$ cat src/rtl/program_loader_pkg.sv
// program_loader_pkg: shared loader state encoding and header constants.
package program_loader_pkg;
  typedef enum logic [2:0] {HDR0, HDR1, LOAD, RUN, DONE} state_e;
  localparam int HDR_BYTES = 2;
  localparam int HDR_W = 8 * HDR_BYTES;
endpackage

$ cat src/rtl/program_loader_byte_assembler.sv
// byte_assembler: shifts bytes LSB-first into a word; word_valid_o pulses with the completing byte.
module byte_assembler #(
  parameter int WORD_BYTES = 2,
  localparam int WORD_W = 8 * WORD_BYTES,
  localparam int CW = WORD_BYTES > 1 ? $clog2(WORD_BYTES) : 1
) (
  input  logic              clk,
  input  logic              reset,
  input  logic              clr_i,
  input  logic [7:0]        byte_i,
  input  logic              valid_i,
  output logic [WORD_W-1:0] word_o,
  output logic              word_valid_o
);
  logic [WORD_W-1:0] shift_q, shift_d;
  logic [CW-1:0] cnt_q, cnt_d;
  logic last;
  // the completed word is presented in the same cycle as its final byte
  always_comb begin
    last = cnt_q == CW'(WORD_BYTES - 1);
    shift_d = (shift_q >> 8) | (WORD_W'(byte_i) << (WORD_W - 8));
    word_o = shift_d;
    word_valid_o = valid_i & last;
    cnt_d = clr_i ? '0 : !valid_i ? cnt_q : last ? '0 : cnt_q + 1'b1;
  end
  always_ff @(posedge clk or posedge reset) begin
    if (reset) begin
      shift_q <= '0;
      cnt_q <= '0;
    end else begin
      shift_q <= clr_i ? '0 : valid_i ? shift_d : shift_q;
      cnt_q <= cnt_d;
    end
  end
endmodule

$ cat src/rtl/program_loader.sv
// program_loader: loads a length-prefixed byte stream into instruction memory, then runs the processor.
// Optional RUN_CYCLE_COUNT_EN enables the run_cycles counter; otherwise run_cycles reads 0.
module program_loader
  import program_loader_pkg::*;
#(
  parameter int WORD_BYTES = 2,
  parameter int ADDR_W = 8,
  parameter int CNT_W = 32,
  localparam int WORD_W = 8 * WORD_BYTES
) (
  input  logic              clk,
  input  logic              reset,
  input  logic [7:0]        in_data,
  input  logic              in_valid,
  output logic              in_ready,
  output logic              mem_we,
  output logic [ADDR_W-1:0] mem_addr,
  output logic [WORD_W-1:0] mem_wdata,
  output logic              start,
  input  logic              finish_process,
  output logic              busy,
  output logic              done,
  output logic              load_err,
  output logic [CNT_W-1:0]  run_cycles
);
  localparam logic [HDR_W:0] DEPTH = (HDR_W + 1)'(1) << ADDR_W;
  state_e state_q, state_d;
  logic [7:0] lo_q, lo_d;
  logic [ADDR_W:0] n_q, n_d, wcnt_q, wcnt_d;
  logic [ADDR_W-1:0] mem_addr_q, mem_addr_d;
  logic [WORD_W-1:0] mem_wdata_q, mem_wdata_d, word;
  logic in_ready_q, mem_we_q, mem_we_d, start_q, start_d, busy_q;
  logic done_q, done_d, load_err_q, load_err_d;
  logic acc, clr, word_valid;
  logic [HDR_W:0] hdr_n;
  byte_assembler #(.WORD_BYTES(WORD_BYTES)) u_asm (
    .clk(clk),
    .reset(reset),
    .clr_i(clr),
    .byte_i(in_data),
    .valid_i(acc && state_q == LOAD),
    .word_o(word),
    .word_valid_o(word_valid)
  );
  always_comb begin
    acc = in_valid & in_ready_q;
    hdr_n = {1'b0, in_data, lo_q};
    state_d = state_q;
    lo_d = lo_q;
    n_d = n_q;
    wcnt_d = wcnt_q;
    mem_we_d = 1'b0;
    mem_addr_d = mem_addr_q;
    mem_wdata_d = mem_wdata_q;
    done_d = done_q;
    load_err_d = load_err_q;
    clr = 1'b0;
    case (state_q)
      HDR0, DONE: if (acc) begin
        lo_d = in_data;
        state_d = HDR1;
        done_d = 1'b0;
        load_err_d = 1'b0;
        clr = 1'b1;
      end
      HDR1: if (acc) begin
        clr = 1'b1;
        n_d = hdr_n[ADDR_W:0];
        wcnt_d = '0;
        state_d = hdr_n == '0 ? RUN : hdr_n > DEPTH ? DONE : LOAD;
        load_err_d = hdr_n > DEPTH;
      end
      LOAD: if (word_valid) begin
        mem_we_d = 1'b1;
        mem_addr_d = wcnt_q[ADDR_W-1:0];
        mem_wdata_d = word;
        wcnt_d = wcnt_q + 1'b1;
        state_d = wcnt_d == n_q ? RUN : LOAD;
      end
      RUN: if (start_q & finish_process) begin
        state_d = DONE;
        done_d = 1'b1;
      end
      default: state_d = HDR0;
    endcase
    // start trails RUN entry by one cycle so the last memory write lands first
    start_d = state_q == RUN && state_d == RUN;
  end
  always_ff @(posedge clk or posedge reset) begin
    if (reset) begin
      state_q <= HDR0;
      lo_q <= '0;
      n_q <= '0;
      wcnt_q <= '0;
      mem_addr_q <= '0;
      mem_wdata_q <= '0;
      mem_we_q <= 1'b0;
      in_ready_q <= 1'b0;
      start_q <= 1'b0;
      busy_q <= 1'b0;
      done_q <= 1'b0;
      load_err_q <= 1'b0;
    end else begin
      state_q <= state_d;
      lo_q <= lo_d;
      n_q <= n_d;
      wcnt_q <= wcnt_d;
      mem_addr_q <= mem_addr_d;
      mem_wdata_q <= mem_wdata_d;
      mem_we_q <= mem_we_d;
      in_ready_q <= state_d != RUN;
      start_q <= start_d;
      busy_q <= state_d == HDR1 || state_d == LOAD || state_d == RUN;
      done_q <= done_d;
      load_err_q <= load_err_d;
    end
  end
`ifdef RUN_CYCLE_COUNT_EN
  logic [CNT_W-1:0] cyc_q;
  always_ff @(posedge clk or posedge reset) begin
    if (reset) cyc_q <= '0;
    else if (state_d == RUN && state_q != RUN) cyc_q <= '0;
    else if (start_q && !(&cyc_q)) cyc_q <= cyc_q + 1'b1;
  end
  assign run_cycles = cyc_q;
`else
  assign run_cycles = '0;
`endif
  assign in_ready = in_ready_q;
  assign mem_we = mem_we_q;
  assign mem_addr = mem_addr_q;
  assign mem_wdata = mem_wdata_q;
  assign start = start_q;
  assign busy = busy_q;
  assign done = done_q;
  assign load_err = load_err_q;
endmodule
$ cat config.mk
export PLATFORM = sky130hd
export DESIGN_NAME = program_loader
export DESIGN_NICKNAME = d
export VERILOG_FILES = /design/src/rtl/program_loader_pkg.sv /design/src/rtl/program_loader_byte_assembler.sv /design/src/rtl/program_loader.sv
export SDC_FILE = /design/constraint.sdc
export NUM_CORES = 1
export LEC_CHECK = 0
export ABC_CLOCK_PERIOD_IN_PS = 4500
export BUFFER_PORTS_ARGS = -buffer_cell sky130_fd_sc_hd__buf_2
export CAP_MARGIN = 10
export CORE_ASPECT_RATIO = 1.5
export CORE_UTILIZATION = 32
export DETAILED_ROUTE_END_ITERATION = 8
export PLACE_DENSITY_LB_ADDON = 0.12
export SYNTH_ARGS = -nofsm -noshare
export SYNTH_HDL_FRONTEND = slang
export SYNTH_SLANG_ARGS = --single-unit
$ cat constraint.sdc
create_clock -name clk -period 4.5 [get_ports clk]
set_clock_uncertainty 0.05 [all_clocks]
set_input_delay 0.45 -clock clk [delete_from_list [all_inputs] [get_ports clk]]
set_output_delay 0.45 -clock clk [all_outputs]
set_load 0.01 [all_outputs]
==> results of run 1 <==
==> power groups by stage <==
stage                     logic, mW  registers, mW  clock network [mW]
after floorplan               0.209          0.734                   0
after global placement        0.228          0.754                   0
after detailed placement      0.233          0.755                   0
after CTS                     0.233          0.744               0.736
after global routing          0.259          0.757               0.759
final                         0.229          0.743               0.718
==> logic make-up after synthesis <==
| group | Yosys count | share of synthesized area, % |
|---|---|---|
| fa+ha+maj | 1 | 0.379 |
| mux | 26 | 8.52 |
| other cells | 1 | 0.113 |
| compound gates | 41 | 7.50 |
| buf+inv | 52 | 9.77 |
| flops | 68 | 51.5 |
| xor+xnor | 10 | 2.65 |
| simple gates | 140 | 19.6 |
==> metal layers <==
layer  track usage [%]  routed length [um]  vias to the layer above
met5                 0                   0                        -
met4              8.57                 153                        0
met3              2.86                 216                       12
met2              25.7                3720                       52
met1              16.9                3070                     1122
li1                  -                   -                     1142
==> cell type report <==
class	count	area, um^2	area share [%]
Clock inverter	4	47.5	1.26
Clock buffer	12	256	6.77
Timing Repair Buffer	43	220	5.81
Inverter	5	18.8	0.496
Sequential cell	68	1700	44.9
Multi-Input combinational cell	250	1400	36.9
Tap cell	117	146	3.87
==> flip-flops by register name, indices dropped and copies added (netlist names) <==
| register | cells |
|---|---|
| busy | 1 |
| done | 1 |
| in_ready | 1 |
| lo_q | 8 |
| load_err | 1 |
| mem_addr | 8 |
| mem_wdata | 16 |
| mem_we | 1 |
| n_q | 9 |
| start | 1 |
| state_q | 3 |
| u_asm.cnt_q | 1 |
| u_asm.shift_q | 8 |
| wcnt_q | 9 |
==> worst paths after layout <==
| kind | startpoint | endpoint | slack [ps] | cells past startpoint |
|---|---|---|---|---|
| min in group clk | finish_process | start$_DFF_PP0_ | 240 | 2 |
| max in group asynchronous | reset | lo_q[6]$_DFFE_PP0P_ | 3290 | 3 |
| hold reg to reg | mem_addr[6]$_DFFE_PP0P_ | mem_addr[6]$_DFFE_PP0P_ | 410 | 2 |
| setup / recovery | state_q[1]$_DFF_PP0_ | wcnt_q[4]$_DFFE_PP0P_ | 2190 | 5 |
| setup reg to reg | state_q[1]$_DFF_PP0_ | wcnt_q[4]$_DFFE_PP0P_ | 2190 | 5 |
| hold / removal | reset | mem_addr[3]$_DFFE_PP0P_ | 160 | 2 |
==> placed cells by master (no fill, tap or decap), types with 2 or more instances in the layout <==
cell type,count
nand2_1,86
dfrtp_1,68
buf_2,41
conb_1,32
nor2_1,17
o21ai_1,13
mux2_2,11
a21oi_1,10
and3_1,9
mux2i_1,9
clkbuf_16,9
o21ai_0,6
mux2_1,6
xnor2_1,5
xor2_1,5
nand3_1,4
nor2b_1,3
o31ai_1,3
inv_1,3
nand3b_1,2
inv_2,2
nand2b_1,2
and4_1,2
and2_1,2
or4_1,2
a31oi_1,2
nor3_1,2
nor3b_1,2
clkbuf_8,2
clkinv_2,2
buf_4,2
==> key figures, run 1 <==
Logic synthesis
  • Most numerous cell in the Yosys netlist: nand2_1
  • Top-area cell type share of the netlist area: 51.5%
  • Synth Instances: 339
  • Synth warn: 0
  • Sequential area share after synthesis: 51.5%
  • Async S/R FF share, synth: 100%
  • Top post-synthesis cells by area: dfrtp_1, nand2_1, buf_4
  • Commonest cells post-synth: nand2_1, dfrtp_1, buf_4
  • Post-Syn Area: 3300 um^2
  • Mapped Avg Cell Area: ~9.7 um^2
  • Yosys cell types: 44
  • Area leader, netlist: dfrtp_1
  • #FFs+latches synth: 68
  • Ys flop type: dfrtp_1
  • Post-synth EDFFs: 0

Detailed routing
  • Antenna viol nets, final: 0
  • Residual DRC: 5
  • Drt total wl: around 7200 um
  • DRT Pass-1 Iters: 6
  • WL/cell: 14.3 um
  • Iter 0 DRT Violations: around 100
  • DR vias/cell: 4.67
  • Via count: approximately 2.3k

Floorplan
  • Std-Cell Rows: 45
  • Core Area: slightly above 10000 um^2
  • Starting density of the core: about 33%
  • Die ar.: 10700 um^2
  • Die height: 126 um
  • Die width: 85.0 um
  • I/O pins: between 70 and 80

GRT
  • Largest net degree at the start of global routing: 39
  • First-pass GRT wire length: 12200 um
  • Initial antenna violation count: 0
  • Vias in the first global route: about 2.4k
  • Total grt overflow: 0
  • Tot GR Track Use: between 10% and 20%

Clock network
  • H-tree depth: 3
  • CTS buffer count: 9
  • Clk root buf: clkbuf_16
  • Cts hold-fix bufs: 0
  • CTS Buffer Depth: 2
  • CTS clk-pin slew, worst paths: approximately 50 ps
  • Latest clock arrival within the worst-skew pair: roughly 330 ps
  • Post-CTS setup buffer count: 0
  • Clk sinks: 68
  • CTS tree: done
  • Resize count post-CTS: 0

Run status
  • Failing checks: DRC
  • Status: finished with violations

STA
  • Worst Tran Pin Value: 1060 ps
  • Final TNS setup: 0 ps
  • Hold Vio Cnt, Final: 0
  • Min Tclk post-route: 2310 ps
  • Peak Freq: 433 MHz
  • Final worst setup slack: around 2200 ps
  • Final period util: between 50% and 60%
  • Pins over their slew limit: 0
  • Final Setup Violations: 0
  • WHS: between 150 and 200 ps
  • Worst slew margin: 29.3%
  • RSZ-0062 raised after global routing: false

Pwr
  • Sw Ratio: between 20 and 30%
  • Comb pwr share: 13.5%
  • Power Density: 446 nW/um^2
  • Int Power: 1.25 mW
  • Power share of the sequential group: 44.0%
  • Clock Power Share: 42.5%
  • VDD IR max: approximately 0.00024 V
  • Psw: 0.438 mW
  • Leakage: between 1.5 and 2 nW
  • Final Power: 1.69 mW

Critical path
  • Crit end category: flip-flop
  • Family with the most delay on the worst path: simple AND/OR/NAND/NOR gates
  • Worst Path Arrival: between 2000 and 2500 ps
  • Required @ worst endpoint: 4650 ps
  • WP buf/inv: 0
  • Critical path type: flip-flop to flip-flop
  • Slowest-stage cell, CP: nor2_1
  • CP max FO: 12
  • Setup crit start kind: flip-flop
  • CP peak stage delay: 760 ps
  • CP dominant cell by count: nor2_1
  • Cell Chain, Critical Path: nand3b_1 > nor2_1 > nor2_1 > o21ai_0 > o21ai_1

Placed design
  • RePlAce Congestion: 0.738
  • Setup WS pre-CTS: 2090 ps
  • DP Area: 3480 um^2
  • Port bufs: a little over 40
  • Placed Cells: about 480
  • Half-perimeter wire length after placement: 4940 um

Cells and area
  • Final #Nets: a little under 400
  • # diodes: 0
  • Area grow syn2layout: 14.6%
  • Fraction of layout cells with a size suffix above 1: 19.9%
  • Layout Cells excl Fill: ~500
  • Post-layout util: 37.6%
  • # fillers: 1043
  • Post-route cell area: 3790 um^2

Run
  • Max Cap Viol: 0

Worst hold path
  • Hold Path Class: input pin to async pin
No activity file was read; power rests on OpenSTA's default activity.
==> run 2: changes to the inputs <==
- ABC_CLOCK_PERIOD_IN_PS: 4500 -> 1900
- clock period: 4.5 -> 1.9 ns (I/O delays scaled with it)
==> run 2 against run 1 <==
The run still ends with DRC left. Die area unchanged. Via count up 5.3%. Count of clock-buffer cells in the layout unchanged. Critical endpoint is now in_ready$_DFF_PP0_.
==> key figures, run 2 (same netlist as run 1, synthesis figures left out) <==
STA
  • Final Setup Violations: 0 (unchanged)
  • Hold Vio Cnt, Final: 0 (unchanged)
  • Final TNS setup: 0 ps (unchanged)
  • Final period util: 94.7% (+43 points)
  • WHS: 64.7 ps (-99.8 ps)
  • Pins over their slew limit: 0 (unchanged)
  • Min Tclk post-route: 1800 ps (-508 ps)
  • Final worst setup slack: 99.9 ps (-2090 ps)
  • Peak Freq: 556 MHz (+28%)

Pwr
  • VDD IR max: 0.000470 V (+97%)
  • Leakage: 2.06 nW (+6.6%)
  • Power share of the sequential group: 42.6% (-1.4 points)
  • Psw: 1.11 mW (+150%)
  • Int Power: 3.03 mW (+140%)
  • Power Density: 1020 nW/um^2 (+130%)
  • Sw Ratio: 26.7% (+0.79 points)
  • Final Power: 4.13 mW (+140%)
  • Comb pwr share: 16.1% (+2.6 points)
  • Clock Power Share: 41.2% (-1.3 points)

Floorplan
  • Die width: 85.0 um (unchanged)
  • Die height: 126 um (unchanged)
  • Die ar.: 10700 um^2 (unchanged)
  • Starting density of the core: 32.8% (unchanged)
  • Std-Cell Rows: 45 (unchanged)
  • Core Area: 10100 um^2 (unchanged)
  • I/O pins: 74 (unchanged)

Detailed routing
  • Iter 0 DRT Violations: 108 (+4.9%)
  • Antenna viol nets, final: 0 (unchanged)
  • Via count: 2451 (+5.3%)
  • Residual DRC: 8 (+3)
  • WL/cell: 14.7 um (+2.5%)
  • DRT Pass-1 Iters: 8 (+2)
  • DR vias/cell: 4.70 (+0.64%)
  • Drt total wl: 7680 um (+7.3%)

Cells and area
  • Area grow syn2layout: 22.1%
  • Post-route cell area: 4040 um^2 (+6.5%)
  • Number of flip-flops under the largest register name: 16 (unchanged)
  • Fraction of layout cells with a size suffix above 1: 25.7% (+5.8 points)
  • Most frequent cells in the layout: nand2_1, dfrtp_1, buf_2
  • Layout Cells excl Fill: 522 (+4.6%)
  • # diodes: 0 (unchanged)
  • Post-layout util: 40.0% (+2.5 points)
  • Final #Nets: 413 (+5.9%)
  • Commonest non-fill, non-tap cell in the layout: nand2_1

GRT
  • Largest net degree at the start of global routing: 40 (+2.6%)
  • Initial antenna violation count: 0 (unchanged)
  • Tot GR Track Use: 15.7% (+0.90 points)
  • First-pass GRT wire length: 12600 um (+3.9%)
  • Vias in the first global route: 2330 (-2.2%)
  • Total grt overflow: 0 (unchanged)

Placed design
  • Half-perimeter wire length after placement: 5490 um (+11%)
  • RePlAce Congestion: 0.785 (+6.5%)
  • DP Area: 3670 um^2 (+5.4%)
  • Port bufs: 41 (unchanged)
  • Placed Cells: 504 (+4.3%)
  • Setup WS pre-CTS: -9.57 ps (-2100 ps)

Clock network
  • H-tree depth: 3 (unchanged)
  • Latest clock arrival within the worst-skew pair: 340 ps (about the same)
  • Clk sinks: 68 (unchanged)
  • CTS buffer count: 9 (unchanged)
  • Clk root buf: clkbuf_16
  • CTS Buffer Depth: 2 (unchanged)
  • CTS tree: done
  • Post-CTS setup buffer count: 0 (unchanged)
  • CTS clk-pin slew, worst paths: 50 ps (about the same)

Critical path
  • Cell Chain, Critical Path: or4_1 > o21ai_2 > a31oi_1 > a211oi_2 > o21ai_1
  • Slowest-stage cell, CP: or4_1
  • CP peak stage delay: 570 ps (-190 ps)
  • Worst Path Arrival: 1960 ps (-500 ps)
  • R2R Setup Slk: 100 ps (-2090 ps)
  • Required @ worst endpoint: 2060 ps (-2590 ps)
  • Setup crit start kind: flip-flop
  • Crit end category: flip-flop
  • Family with the most delay on the worst path: compound AO/OA/AOI/OAI gates
  • Critical path type: flip-flop to flip-flop
  • WP buf/inv: 0 (unchanged)
  • CP max FO: 3 (-9)

Worst hold path
  • Hold Path Class: input pin to flip-flop

Run status
  • Status: finished with violations
  • Failing checks: DRC

Run
  • Max Cap Viol: 0 (unchanged)
[run 2: area by class of cell]
class / instances / area (um^2)
Fill cell: 1003 / 6040
Multi-Input combinational cell: 250 / 1440
Inverter: 5 / 22.5
Sequential cell: 68 / 1700
Tap cell: 117 / 146
Clock inverter: 4 / 47.5
Timing Repair Buffer: 66 / 423
Clock buffer: 12 / 256
[run 2: routing by layer]
metal  GRT usage (%)  vias to the layer above  part of all wire, %
met5               0                        -                    0
met4            7.18                        0                  2.5
met3            4.10                       14                  3.4
met2            25.9                       66                   53
met1            19.3                     1184                   41
li1                -                     1187                    -
[run 2: timing repair]
action	in CTS	in global routing
hold buffers	2	0
pin swaps	0	1
setup endpoints to repair	1	4
hold endpoints to repair	14	0
gates resized for setup	1	8
[run 2: worst min-delay path, stage by stage]
cell and delay, ps:
buf_2 120, nand2_1 50, nand2_1 50
[run 2: power by group through the flow]
| stage | Sequential, mW | Clock (mW) | Combinational (mW) |
|---|---|---|---|
| 3_3_place_gp | 1.79 | 0 | 0.614 |
| 5_1_grt | 1.79 | 1.82 | 0.742 |
| 3_5_place_dp | 1.79 | 0 | 0.626 |
| 2_1_floorplan | 1.74 | 0 | 0.496 |
| 4_1_cts | 1.76 | 1.76 | 0.631 |
| 6_report | 1.76 | 1.70 | 0.668 |
[run 2: final timing paths]
kind                                     start                         to  cells past startpoint
max                        lo_q[1]$_DFFE_PP0P_         in_ready$_DFF_PP0_                      5
min                                 in_data[7]  mem_wdata[15]$_DFFE_PP0P_                      3
max reg2reg                lo_q[1]$_DFFE_PP0P_         in_ready$_DFF_PP0_                      5
min reg2reg                    start$_DFF_PP0_            start$_DFF_PP0_                      1
max in group asynchronous                reset      wcnt_q[4]$_DFFE_PP0P_                      4
min in group asynchronous                reset   mem_wdata[1]$_DFFE_PP0P_                      3
==> run 3: changes to the inputs <==
- ABC_CLOCK_PERIOD_IN_PS: 1900 -> 2000
- clock period: 1.9 -> 2 ns (I/O delays scaled with it)
==> run 3 against run 2 <==
The run still ends with DRC left. Total power decreased by 3.8%. Global-route usage decreased by 0.61 points. Register-to-register slack improved by 20 ps. Sequential share of layout area up 0.47 points. Largest power group is now the clock network.
==> key figures, run 3 (same netlist as run 1, synthesis figures left out) <==
Placed design
  • Port bufs: 41 (unchanged)
  • Half-perimeter wire length after placement: 5210 um (-5.1%)
  • RePlAce Congestion: 0.781 (-0.51%)

Detailed routing
  • Drt total wl: 7510 um (-2.2%)
  • Residual DRC: 5 (-3)
  • DR vias/cell: 4.73 (+0.70%)
  • DRT Pass-1 Iters: 6 (-2)
  • Iter 0 DRT Violations: 133 (+23%)
  • Antenna viol nets, final: 0 (unchanged)
  • Via count: 2435 (-0.65%)
  • WL/cell: 14.6 um (-0.87%)

Floorplan
  • Die height: 126 um (unchanged)
  • Die ar.: 10700 um^2 (unchanged)
  • Die width: 85.0 um (unchanged)
  • I/O pins: 74 (unchanged)
  • Starting density of the core: 32.8% (unchanged)
  • Core Area: 10100 um^2 (unchanged)
  • Std-Cell Rows: 45 (unchanged)

Critical path
  • CP peak stage delay: 580 ps (about the same)
  • Setup crit start kind: flip-flop
  • Worst Path Arrival: 2030 ps (+70 ps)
  • Critical path type: flip-flop to flip-flop
  • Worst Reg-to-Reg Cells: 5 (unchanged)
  • Cell Chain, Critical Path: or4_1 > o21ai_2 > a31oi_1 > a211oi_2 > o21ai_1
  • Slowest-stage cell, CP: or4_1
  • CP max FO: 3 (unchanged)
  • Required @ worst endpoint: 2150 ps (+90 ps)
  • Crit end category: flip-flop

STA
  • Final TNS setup: 0 ps (unchanged)
  • Final period util: 94.3% (-0.49 points)
  • Worst Tran Pin Value: ~630 ps
  • Worst slew margin: 57.8%
  • Peak Freq: 530 MHz (-4.5%)
  • RSZ-0062 raised after global routing: false
  • Min Tclk post-route: 1890 ps (+84.9 ps)
  • Hold Vio Cnt, Final: 0 (unchanged)
  • Pins over their slew limit: 0 (unchanged)
  • Final Setup Violations: 0 (unchanged)

Pwr
  • Power Density: 997 nW/um^2 (-2.7%)
  • Int Power: 2.96 mW (-2.4%)
  • Clock Power Share: 42.8% (+1.6 points)
  • VDD IR max: 0.000478 V (+1.7%)
  • Psw: 1.02 mW (-7.8%)
  • Sw Ratio: 25.6% (-1.1 points)
  • Comb pwr share: 15.1% (-1.0 points)
  • Power share of the sequential group: 42.1% (-0.5 points)
  • Leakage: 2.04 nW (-1.1%)

Cells and area
  • Most frequent cells in the layout: nand2_1, dfrtp_1, buf_2
  • # diodes: 0 (unchanged)
  • Final #Nets: 406 (-1.7%)
  • Fraction of layout cells with a size suffix above 1: 22.9% (-2.8 points)
  • Commonest non-fill, non-tap cell in the layout: nand2_1
  • # fillers: 1006 (+0.30%)
  • Number of flip-flops under the largest register name: 16 (unchanged)
  • Post-layout util: 39.6% (-0.47 points)
  • Area grow syn2layout: 20.7%

GRT
  • First-pass GRT wire length: 12400 um (-2.1%)
  • Tot GR Track Use: 15.1% (-0.61 points)
  • Vias in the first global route: 2337 (+0.30%)
  • Total grt overflow: 0 (unchanged)
  • Largest net degree at the start of global routing: 69 (+73%)
  • Initial antenna violation count: 0 (unchanged)

Clock network
  • Latest clock arrival within the worst-skew pair: 330 ps (about the same)
  • Clk root buf: clkbuf_16
  • CTS buffer count: 9 (unchanged)
  • CTS clk-pin slew, worst paths: 60 ps (about the same)
  • Post-CTS setup buffer count: 0 (unchanged)
  • CTS tree: done
  • Clk sinks: 68 (unchanged)
  • CTS Buffer Depth: 2 (unchanged)
  • H-tree depth: 3 (unchanged)

Run status
  • Status: finished with violations
  • Failing checks: DRC

Worst hold path
  • Hold depth: 3 (unchanged)
  • Hold Path Class: input pin to flip-flop

Run
  • Max Cap Viol: 0 (unchanged)
[run 3: critical path, delay by kind of cell, from the launching register on]
family,cells,cell delay [ps]
compound gates,4,740
simple gates,1,580
flops,1,380
[run 3: metal layers]
| metal | wire length, um | track usage [%] |
|---|---|---|
| met1 | 3220 | 18.6 |
| met4 | 183 | 7.48 |
| met3 | 235 | 3.45 |
| met2 | 3870 | 24.9 |
| met5 | 0 | 0 |
[run 3: what timing repair did]
action / in CTS / in global routing
endpoints found under the setup margin: 0 / 3
endpoints found under the hold margin: 69 / 0
resized for setup: 0 / 3
hold buffers: 2 / 0
[run 3: power groups by stage]
stage / clock network (mW) / logic [mW] / registers, mW
finish: 1.70 / 0.599 / 1.68
global route: 1.81 / 0.669 / 1.70
CTS: 1.75 / 0.584 / 1.68
detailed placement: 0 / 0.578 / 1.70
global placement: 0 / 0.567 / 1.69
floorplan: 0 / 0.471 / 1.65
[run 3: final timing paths]
| check | from | slack, ps | endpoint |
|---|---|---|---|
| setup / recovery | lo_q[7]$_DFFE_PP0P_ | 110 | in_ready$_DFF_PP0_ |
| hold / removal | in_data[7] | 70 | mem_wdata[15]$_DFFE_PP0P_ |
| setup reg to reg | lo_q[7]$_DFFE_PP0P_ | 110 | in_ready$_DFF_PP0_ |
| hold reg to reg | start$_DFF_PP0_ | 420 | start$_DFF_PP0_ |
| max in group asynchronous | reset | 1150 | n_q[0]$_DFFE_PP0P_ |
| min in group asynchronous | reset | 420 | mem_addr[2]$_DFFE_PP0P_ |
[run 3: final cells by class]
class                   count  area, um^2  area share (%)
inverters                   5        18.8           0.471
repair buffers             59         383            9.60
multi-input cells         250        1420            35.6
clock inverters             4        72.6            1.82
flip-flops and latches     68        1700            42.7
well taps                 117         146            3.67
clock buffers              12         246            6.18
[run 3: metrics by stage]
| step | worst slack [ps] | total power, mW | cells | area [um^2] | hold slack [ps] |
|---|---|---|---|---|---|
| after floorplan | 38.5 | 2.12 | 370 | 3420 | 232 |
| after global placement | 125 | 2.26 | 497 | 3630 | 256 |
| after detailed placement | 53.4 | 2.28 | 497 | 3630 | 263 |
| after CTS | 51.1 | 4.01 | 515 | 3970 | 64.4 |
| after global routing | 12.2 | 4.18 | 515 | 3990 | 103 |
| final | 115 | 3.98 | 515 | 3990 | 73.1 |
